$ cat config.mk
export PLATFORM = sky130hd
export DESIGN_NAME = fp16_normalize_stage
export DESIGN_NICKNAME = d
export VERILOG_FILES = /design/src/rtl/mac_fp16_pkg.sv /design/src/rtl/fp16_normalize_stage_lod.sv /design/src/rtl/fp16_normalize_stage.sv
export SDC_FILE = /design/constraint.sdc
export NUM_CORES = 1
export LEC_CHECK = 0
export CAP_MARGIN = 20
export CORE_ASPECT_RATIO = 1.4
export CORE_MARGIN = 5
export CORE_UTILIZATION = 45
export CTS_CLUSTER_SIZE = 10
export DETAILED_ROUTE_END_ITERATION = 10
export HOLD_SLACK_MARGIN = 0.05
export PLACE_DENSITY = 0.69
export SLEW_MARGIN = 30
export SYNTH_ARGS = -nofsm -noshare
export SYNTH_HDL_FRONTEND = slang
export SYNTH_SLANG_ARGS = --single-unit
$ cat constraint.sdc
create_clock -name clk -period 2.9 [get_ports clk]
set_clock_uncertainty 0.05 [all_clocks]
set_input_delay 0.725 -clock clk [delete_from_list [all_inputs] [get_ports clk]]
set_output_delay 0.725 -clock clk [all_outputs]
set_load 0.02 [all_outputs]
$ cat src/rtl/mac_fp16_pkg.sv
// Shared constants for the SD4 FP16 MAC datapath.
// Exponents are signed two's complement, biased by FP16_BIAS.
package mac_fp16_pkg;
  localparam int FP16_BIAS = 15;
  localparam int SUM_W     = 24;
  localparam int MANT_W    = 11;
  localparam int EXP_W     = 7;
  localparam int EXP_MAX   = 63;
  localparam int EXP_MIN   = -64;
endpackage

$ cat src/rtl/fp16_normalize_stage_lod.sv
// Leading-one detector: position of the highest set bit.
// zero is asserted when no bit is set (pos is then 0).
module lod #(
  parameter int W   = 24,
  parameter int PW  = $clog2(W)
) (
  input  logic [W-1:0]  in,
  output logic [PW-1:0] pos,
  output logic          zero
);
  always_comb begin
    pos = '0;
    for (int i = 0; i < W; i++) begin
      if (in[i]) pos = PW'(i);
    end
    zero = ~|in;
  end
endmodule

$ cat src/rtl/fp16_normalize_stage.sv
// Two-stage FP16 normalizer: S1 finds the leading one, S2 shifts/rounds.
// NORM_ROUND_RNE_EN selects round-to-nearest-even; default truncates.
module fp16_normalize_stage
  import mac_fp16_pkg::*;
#(
  parameter int SUM_W_P  = SUM_W,
  parameter int MANT_W_P = MANT_W,
  parameter int EXP_W_P  = EXP_W
) (
  input  logic                clk,
  input  logic                rst,
  input  logic                in_valid,
  output logic                in_ready,
  input  logic                in_sign,
  input  logic [SUM_W_P-1:0]  in_mag,
  input  logic [EXP_W_P-1:0]  in_exp,
  output logic                out_valid,
  input  logic                out_ready,
  output logic                sign,
  output logic [MANT_W_P-1:0] norm_sum,
  output logic [EXP_W_P-1:0]  exp_final,
  output logic                is_zero
);
  localparam int PW  = $clog2(SUM_W_P);
  localparam int MW1 = MANT_W_P - 1;
  localparam int XW  = EXP_W_P + 2;

  logic               s1_valid_q, s1_sign_q, s1_zero_q;
  logic [SUM_W_P-1:0] s1_mag_q;
  logic [EXP_W_P-1:0] s1_exp_q;
  logic [PW-1:0]      s1_pos_q;
  logic [PW-1:0]      lod_pos;
  logic               lod_zero;

  logic                out_valid_q, sign_q, zero_q;
  logic [MANT_W_P-1:0] norm_q, norm_d;
  logic [EXP_W_P-1:0]  exp_q, exp_d;

  logic s1_en, s2_en;

  assign s2_en    = !out_valid_q || out_ready;
  assign s1_en    = !s1_valid_q || s2_en;
  assign in_ready = s1_en;

  lod #(.W(SUM_W_P), .PW(PW)) u_lod (
    .in   (in_mag),
    .pos  (lod_pos),
    .zero (lod_zero)
  );

  logic [PW-1:0]       sh;
  logic [MANT_W_P-1:0] mant, mant_r;
  logic                carry;
  logic [XW-1:0]       e_w;
`ifdef NORM_ROUND_RNE_EN
  logic [SUM_W_P-1:0]  low;
  logic                guard, sticky, inc;
  logic [MANT_W_P:0]   rnd;
`endif

  always_comb begin
    sh   = '0;
    mant = '0;
    if (s1_pos_q >= PW'(MW1)) begin
      sh   = s1_pos_q - PW'(MW1);
      mant = MANT_W_P'(s1_mag_q >> sh);
    end else begin
      mant = MANT_W_P'(s1_mag_q << (PW'(MW1) - s1_pos_q));
    end
`ifdef NORM_ROUND_RNE_EN
    // low covers every bit shifted out; its top bit is the guard
    low    = (SUM_W_P'(1) << sh) - SUM_W_P'(1);
    guard  = |(s1_mag_q & (low ^ (low >> 1)));
    sticky = |(s1_mag_q & (low >> 1));
    inc    = guard & (sticky | mant[0]);
    rnd    = {1'b0, mant} + (MANT_W_P + 1)'(inc);
    carry  = rnd[MANT_W_P];
    mant_r = carry ? {1'b1, {MW1{1'b0}}}
                   : rnd[MANT_W_P-1:0];
`else
    carry  = 1'b0;
    mant_r = mant;
`endif
    e_w = {{2{s1_exp_q[EXP_W_P-1]}}, s1_exp_q}
        + XW'(s1_pos_q)
        - XW'(SUM_W_P - 2)
        + XW'(carry);
    if ($signed(e_w) > EXP_MAX)
      exp_d = EXP_W_P'(EXP_MAX);
    else if ($signed(e_w) < EXP_MIN)
      exp_d = EXP_W_P'(EXP_MIN);
    else
      exp_d = e_w[EXP_W_P-1:0];
    norm_d = mant_r;
    if (s1_zero_q) begin
      exp_d  = '0;
      norm_d = '0;
    end
  end

  always_ff @(posedge clk) begin
    if (rst) begin
      s1_valid_q  <= 1'b0;
      s1_sign_q   <= 1'b0;
      s1_zero_q   <= 1'b0;
      s1_mag_q    <= '0;
      s1_exp_q    <= '0;
      s1_pos_q    <= '0;
      out_valid_q <= 1'b0;
      sign_q      <= 1'b0;
      zero_q      <= 1'b0;
      norm_q      <= '0;
      exp_q       <= '0;
    end else begin
      if (s1_en) begin
        s1_valid_q <= in_valid;
        if (in_valid) begin
          s1_sign_q <= in_sign;
          s1_mag_q  <= in_mag;
          s1_exp_q  <= in_exp;
          s1_pos_q  <= lod_pos;
          s1_zero_q <= lod_zero;
        end
      end
      if (s2_en) begin
        out_valid_q <= s1_valid_q;
        if (s1_valid_q) begin
          sign_q <= s1_sign_q;
          zero_q <= s1_zero_q;
          norm_q <= norm_d;
          exp_q  <= exp_d;
        end
      end
    end
  end

  assign out_valid = out_valid_q;
  assign sign      = sign_q;
  assign is_zero   = zero_q;
  assign norm_sum  = norm_q;
  assign exp_final = exp_q;
endmodule

=== After elaboration in Yosys (flattened, before gate mapping) ===
Cells that the tools add are included.

* Register bits: 60
* Bits of input ports: 36
* Output and inout port bits: 22
* Word-level logic and storage cells: 56

* $add $sub $neg: 4
* Magnitude comparators: 3
* Shifts and indexed selects: 2
* Muxes and demuxes: 28
* Reduce and logical (&&, ||, !) cells: 8

{| class="wikitable"
|+ Operator list
! kind !! number
|-
| 2-to-1 mux 5 bit || 8
|-
| 2-to-1 mux 4 bit || 8
|-
| OR reduction 24 bit || 1
|-
| left shift 24 x 5 -> 11 bit || 1
|-
| >> shifter 24 x 5 -> 11 bit || 1
|-
| 2-to-1 mux 11 bit || 2
|-
| 2-to-1 mux 7 bit || 3
|-
| 2-to-1 mux 3 bit || 4
|-
| > comparator 9 x 7 -> 1 bit (second input constant) || 1
|-
| < comparator 9 x 7 -> 1 bit (second input constant) || 1
|-
| subtractor 8 x 6 -> 9 bit (second input constant) || 1
|-
| adder 7 x 6 -> 8 bit || 1
|-
| greater-or-equal comparator 5 x 4 -> 1 bit (second input constant) || 1
|-
| subtractor 4 x 5 -> 5 bit (first input constant) || 1
|-
| subtractor 5 x 4 -> 5 bit (second input constant) || 1
|-
| 2-to-1 mux 2 bit || 2
|-
| AND reduction 2 bit || 2
|-
| logical NOT 1 bit || 3
|-
| logical OR 1 bit || 2
|-
| 2-to-1 mux 1 bit || 1
|}

=== Longest topological paths before layout ===
* Word-level depth: 23
* Mapped depth: 13
* Mapped depth without buffers: 11

=== Hierarchy ===
A second synthesis with hierarchy kept.

* Cell total of the unflattened synthesis: 570
* Area total of the unflattened synthesis: 4634.4 um^2

{| class="wikitable"
|+ Modules (own cells, without submodules)
! module !! instances !! cells each !! area an instance (um^2) !! sequential area each (um^2)
|-
| fp16_normalize_stage || 1 || 524 || 4364.2 || 1201.2
|-
| lod || 1 || 46 || 270.3 || 0.0
|}

=== Least setup slack after synthesis ===
OpenSTA, ideal clock, no wires.

* Path type: flip-flop to flip-flop
* From: reg s1_pos_q[1]
* To: reg exp_q[5], in the netlist exp_final[5]
* Library setup time: 0.122 ns
* Arrival: 2.647 ns
* Required time: 2.728 ns
* Slack: 0.082 ns
* Cell stages (with the launch flop): 14
* Path buffers: 2
* Period minus slack after synthesis: 2.818 ns
* Cell sequence: dfxtp_1 buf_6 buf_8 inv_2 ha_1 inv_1 ha_1 fa_1 a21o_1 a21oi_2 nand2b_1 a2111o_1 and2_4 a221o_1

* Longest elaborated chain between the ends: 6
* Elaborated cells between the ends (all ways): 7
* Those cells by class: 2 x add/sub; 2 x order compare; 3 x mux

{| class="wikitable"
|+ Ends and longest elaborated chain
! item !! RTL line !! source
|-
| start: declaration || fp16_normalize_stage.sv:31 || <nowiki>logic [PW-1:0] s1_pos_q;</nowiki>
|-
| start signal: assignment || fp16_normalize_stage.sv:121 || <nowiki>s1_pos_q <= lod_pos;</nowiki>
|-
| adder 7 x 6 -> 8 bit * || fp16_normalize_stage.sv:85 || <nowiki>+ XW'(s1_pos_q)</nowiki>
|-
| subtractor 8 x 6 -> 9 bit * || fp16_normalize_stage.sv:86 || <nowiki>- XW'(SUM_W_P - 2)</nowiki>
|-
| < comparator 9 x 7 -> 1 bit || fp16_normalize_stage.sv:90 || <nowiki>else if ($signed(e_w) < EXP_MIN)</nowiki>
|-
| 2-to-1 mux 7 bit || fp16_normalize_stage.sv:90 ||
|-
| 2-to-1 mux 7 bit * || fp16_normalize_stage.sv:88 || <nowiki>if ($signed(e_w) > EXP_MAX)</nowiki>
|-
| 2-to-1 mux 7 bit * || fp16_normalize_stage.sv:95 || <nowiki>if (s1_zero_q) begin</nowiki>
|-
| end signal: assignment || fp16_normalize_stage.sv:131 || <nowiki>exp_q <= exp_d;</nowiki>
|-
| end: declaration || fp16_normalize_stage.sv:37 || <nowiki>logic [EXP_W_P-1:0] exp_q, exp_d;</nowiki>
|}

Mark *: on every way between the ends. The rest lies on a longest branch, timed or not.
A chain may end at the register's enable or synchronous reset.

=== Worst setup path in the final report ===
* From: in out_ready
* To: out in_ready

* Longest elaborated chain between the ends: 2

{| class="wikitable"
|+ Ends and longest elaborated chain
! item !! RTL line !! source
|-
| start: declaration || fp16_normalize_stage.sv:18 || <nowiki>input logic out_ready,</nowiki>
|-
| logical OR 1 bit || fp16_normalize_stage.sv:41 || <nowiki>assign s2_en = !out_valid_q || out_ready;</nowiki>
|-
| logical OR 1 bit || fp16_normalize_stage.sv:42 || <nowiki>assign s1_en = !s1_valid_q || s2_en;</nowiki>
|-
| end: declaration || fp16_normalize_stage.sv:13 || <nowiki>output logic in_ready,</nowiki>
|}

No other way between the ends.

==> results.sh <==
export IMPL_run_status="complete, no violations"
export IMPL_syn_num_nets=619
export IMPL_fmax_mhz=364
export IMPL_setup_viol=0
export IMPL_grt_total_usage_pct=22.5
export IMPL_ys_ff_latch=60
export IMPL_die_y_um=128
export IMPL_tritoncts="yes"
export IMPL_drtIter0Drc=382
export IMPL_ys_warnings_count=0
export IMPL_ir_drop_mv=0.391
export IMPL_p_leak_nw=2.10
export IMPL_clock_path_buffers=2
export IMPL_layout_nets=668
export IMPL_synth_edf_count=0
export IMPL_post_route_drc_count=0
export IMPL_initial_utilization_pct=45.6
export IMPL_hold_violations=0
export IMPL_gp_congestion=0.941
export IMPL_grt_max_degree=43
export IMPL_wl_per_cell_um=17.2
export IMPL_cts_max_level=3
export IMPL_critical_path_class="in -> out"
export IMPL_grt_ovfl_total=0
export IMPL_vias=4367
export IMPL_routed_wl_um=12900
export IMPL_syn_to_final_growth_pct=22.7
export IMPL_grt_pass1_wl_um=21700
export IMPL_start_kind="input pin"
export IMPL_setup_slack_ns=0.150
export IMPL_post_dp_hpwl_um=9920
export IMPL_slew_headroom_pct=50.2
export IMPL_antenna_cells=0
export IMPL_ys_async_sr_fraction_pct=0
export IMPL_die_w_um=94.5
export IMPL_ys_types=65
export IMPL_drt_pass1_iterations=5
export IMPL_fin_crit_sh_pct=94.8
export IMPL_cts_hold_buf=0
export IMPL_antenna_found_initial=0
export IMPL_hold_class="reg -> reg"
export IMPL_die_area_um2=12100
export IMPL_setup_tns_ns=0
export IMPL_synth_area_um2=4490
export IMPL_root_buffer="clkbuf_16"
export IMPL_synth_cells=566
export IMPL_syn_mean_instance_area_um2=7.94
export IMPL_ant_nets=0
export IMPL_critPathRequiredTime_ns=2.12
export IMPL_end_kind="output port"
export IMPL_final_max_slew_viol_count=0
export IMPL_yosysSeqAreaShare_pct=26.7
export IMPL_synthFlopType="dfxtp_1"
export IMPL_rows=43
export IMPL_cts_buffers=9
export IMPL_ctsResizeCount=0
export IMPL_drive_gt1_share_pct=11.0
export IMPL_clkSinkCount=60
export IMPL_finish_utilization_pct=56.0
export IMPL_rsz0062_at_grt="false"
export IMPL_path_clk_slew_ns=0.05
export IMPL_worst_slew_pin_slew_ns=0.742
export IMPL_post_place_ws_ns=0.145
export IMPL_postCtsSetupRepairBufs=0
export IMPL_cp_max_fo=4
export IMPL_grt_pass1_vias=4371
export IMPL_cp_arrival_ns=1.98
export IMPL_ios=58
export IMPL_hold_slack_ns=0.400
export IMPL_p_per_area_nw_per_um2=519
export IMPL_core_area_um2=9850
export IMPL_clock_latency_ns=0.33
export IMPL_via_per_inst=5.79
export IMPL_max_cap_violations=0
export IMPL_io_buffers=57
export IMPL_min_period_ns=2.75
[cell families after synthesis]
group           after synthesis  synth area share (%)
fa+ha+maj                    17                  4.90
buf+inv                      60                  6.29
flops                        60                  26.7
simple gates                218                  21.5
compound gates              144                  20.6
mux                          54                  17.1
xor+xnor                     13                  2.87
[final cells by class]
class                   instances  area, µm²
repair buffers                 77        716
flip-flops and latches         60       1200
fillers                       917       4330
clock buffers                  11        243
multi-input cells             446       3010
clock inverters                 4       97.6
inverters                      21       78.8
well taps                     135        169
[layout by cell type, fill, tap and decap left out, types with 16 or more instances in the layout]
cell | synthesis | routed
mux2i_1 | 31 | 31
clkdlybuf4s50_1 | 0 | 56
dfxtp_1 | 60 | 59
nor2_1 | 41 | 41
nand2_1 | 118 | 118
inv_1 | 19 | 19
buf_4 | 2 | 20
nor3_1 | 19 | 19
ha_1 | 16 | 16
o21ai_0 | 16 | 16
a21oi_1 | 52 | 52
[per-layer routing]
metal	vias to the layer above	track usage [%]	wire, µm
li1	2139	-	-
met1	2054	28.0	5470
met2	145	38.2	6400
met3	29	3.46	638
met4	0	9.94	437
met5	-	0	0
[synth_stat cells, types with 4 or more instances]
cell / count / area (µm²)
nand2_1: 118 / 443
a21oi_1: 52 / 260
o21ai_0: 16 / 80.1
o311ai_1: 4 / 35.0
mux2i_1: 31 / 310
a31oi_1: 7 / 43.8
a221o_1: 4 / 40.0
nand3_1: 11 / 55.1
clkbuf_1: 19 / 71.3
buf_2: 13 / 65.1
o21ai_1: 15 / 75.1
nor4_1: 8 / 50.1
nor2_1: 41 / 154
inv_1: 19 / 71.3
a221oi_1: 5 / 43.8
xnor2_1: 8 / 70.1
nor3_1: 19 / 95.1
dfxtp_1: 60 / 1200
mux4_2: 15 / 338
ha_1: 16 / 200
a211oi_1: 6 / 45.0
[power by group]
group | internal (W) | leakage, nW | switching [W] | total [W]
combinational | 0.000311 | 1.45 | 0.000399 | 0.000710
sequential | 0.000872 | 0.493 | 0.0000526 | 0.000925
clock | 0.000857 | 0.162 | 0.000369 | 0.00123
total | 0.00204 | 2.10 | 0.000821 | 0.00286
[metrics by stage]
step,total power (W),instance area (µm²),cells
CTS,0.00287,5520,754
detailed placement,0.00164,5180,739
global placement,0.00163,5180,739
global route,0.00299,5520,754
finish,0.00286,5520,754
floorplan,0.00142,4490,566
[state kept, by name, summed over array words and instances (netlist names)]
| signal | cells |
|---|---|
| s1_mag_q | 24 |
| norm_sum | 11 |
| exp_final | 7 |
| s1_exp_q | 7 |
| s1_pos_q | 5 |
| is_zero | 1 |
| out_valid | 1 |
| s1_sign_q | 1 |
| s1_valid_q | 1 |
| s1_zero_q | 1 |
| sign | 1 |
[worst max-delay path: stages]
cell	delay (ns)
clkdlybuf4s50_1	0.41
nor2b_2	0.19
nand2_1	0.10
clkdlybuf4s50_1	0.55
[worst paths after layout]
check / startpoint / to / slack (ns) / cells after the start
setup / recovery: out_ready / in_ready / 0.15 / 4
hold / removal: norm_sum[7]$_SDFFE_PP0P_ / norm_sum[7]$_SDFFE_PP0P_ / 0.40 / 2
setup reg to reg: s1_pos_q[2]$_SDFFE_PP0P_ / exp_final[5]$_SDFFE_PP0P_ / 0.24 / 8
hold reg to reg: norm_sum[7]$_SDFFE_PP0P_ / norm_sum[7]$_SDFFE_PP0P_ / 0.40 / 2
(Power assumes the default switching activity.)
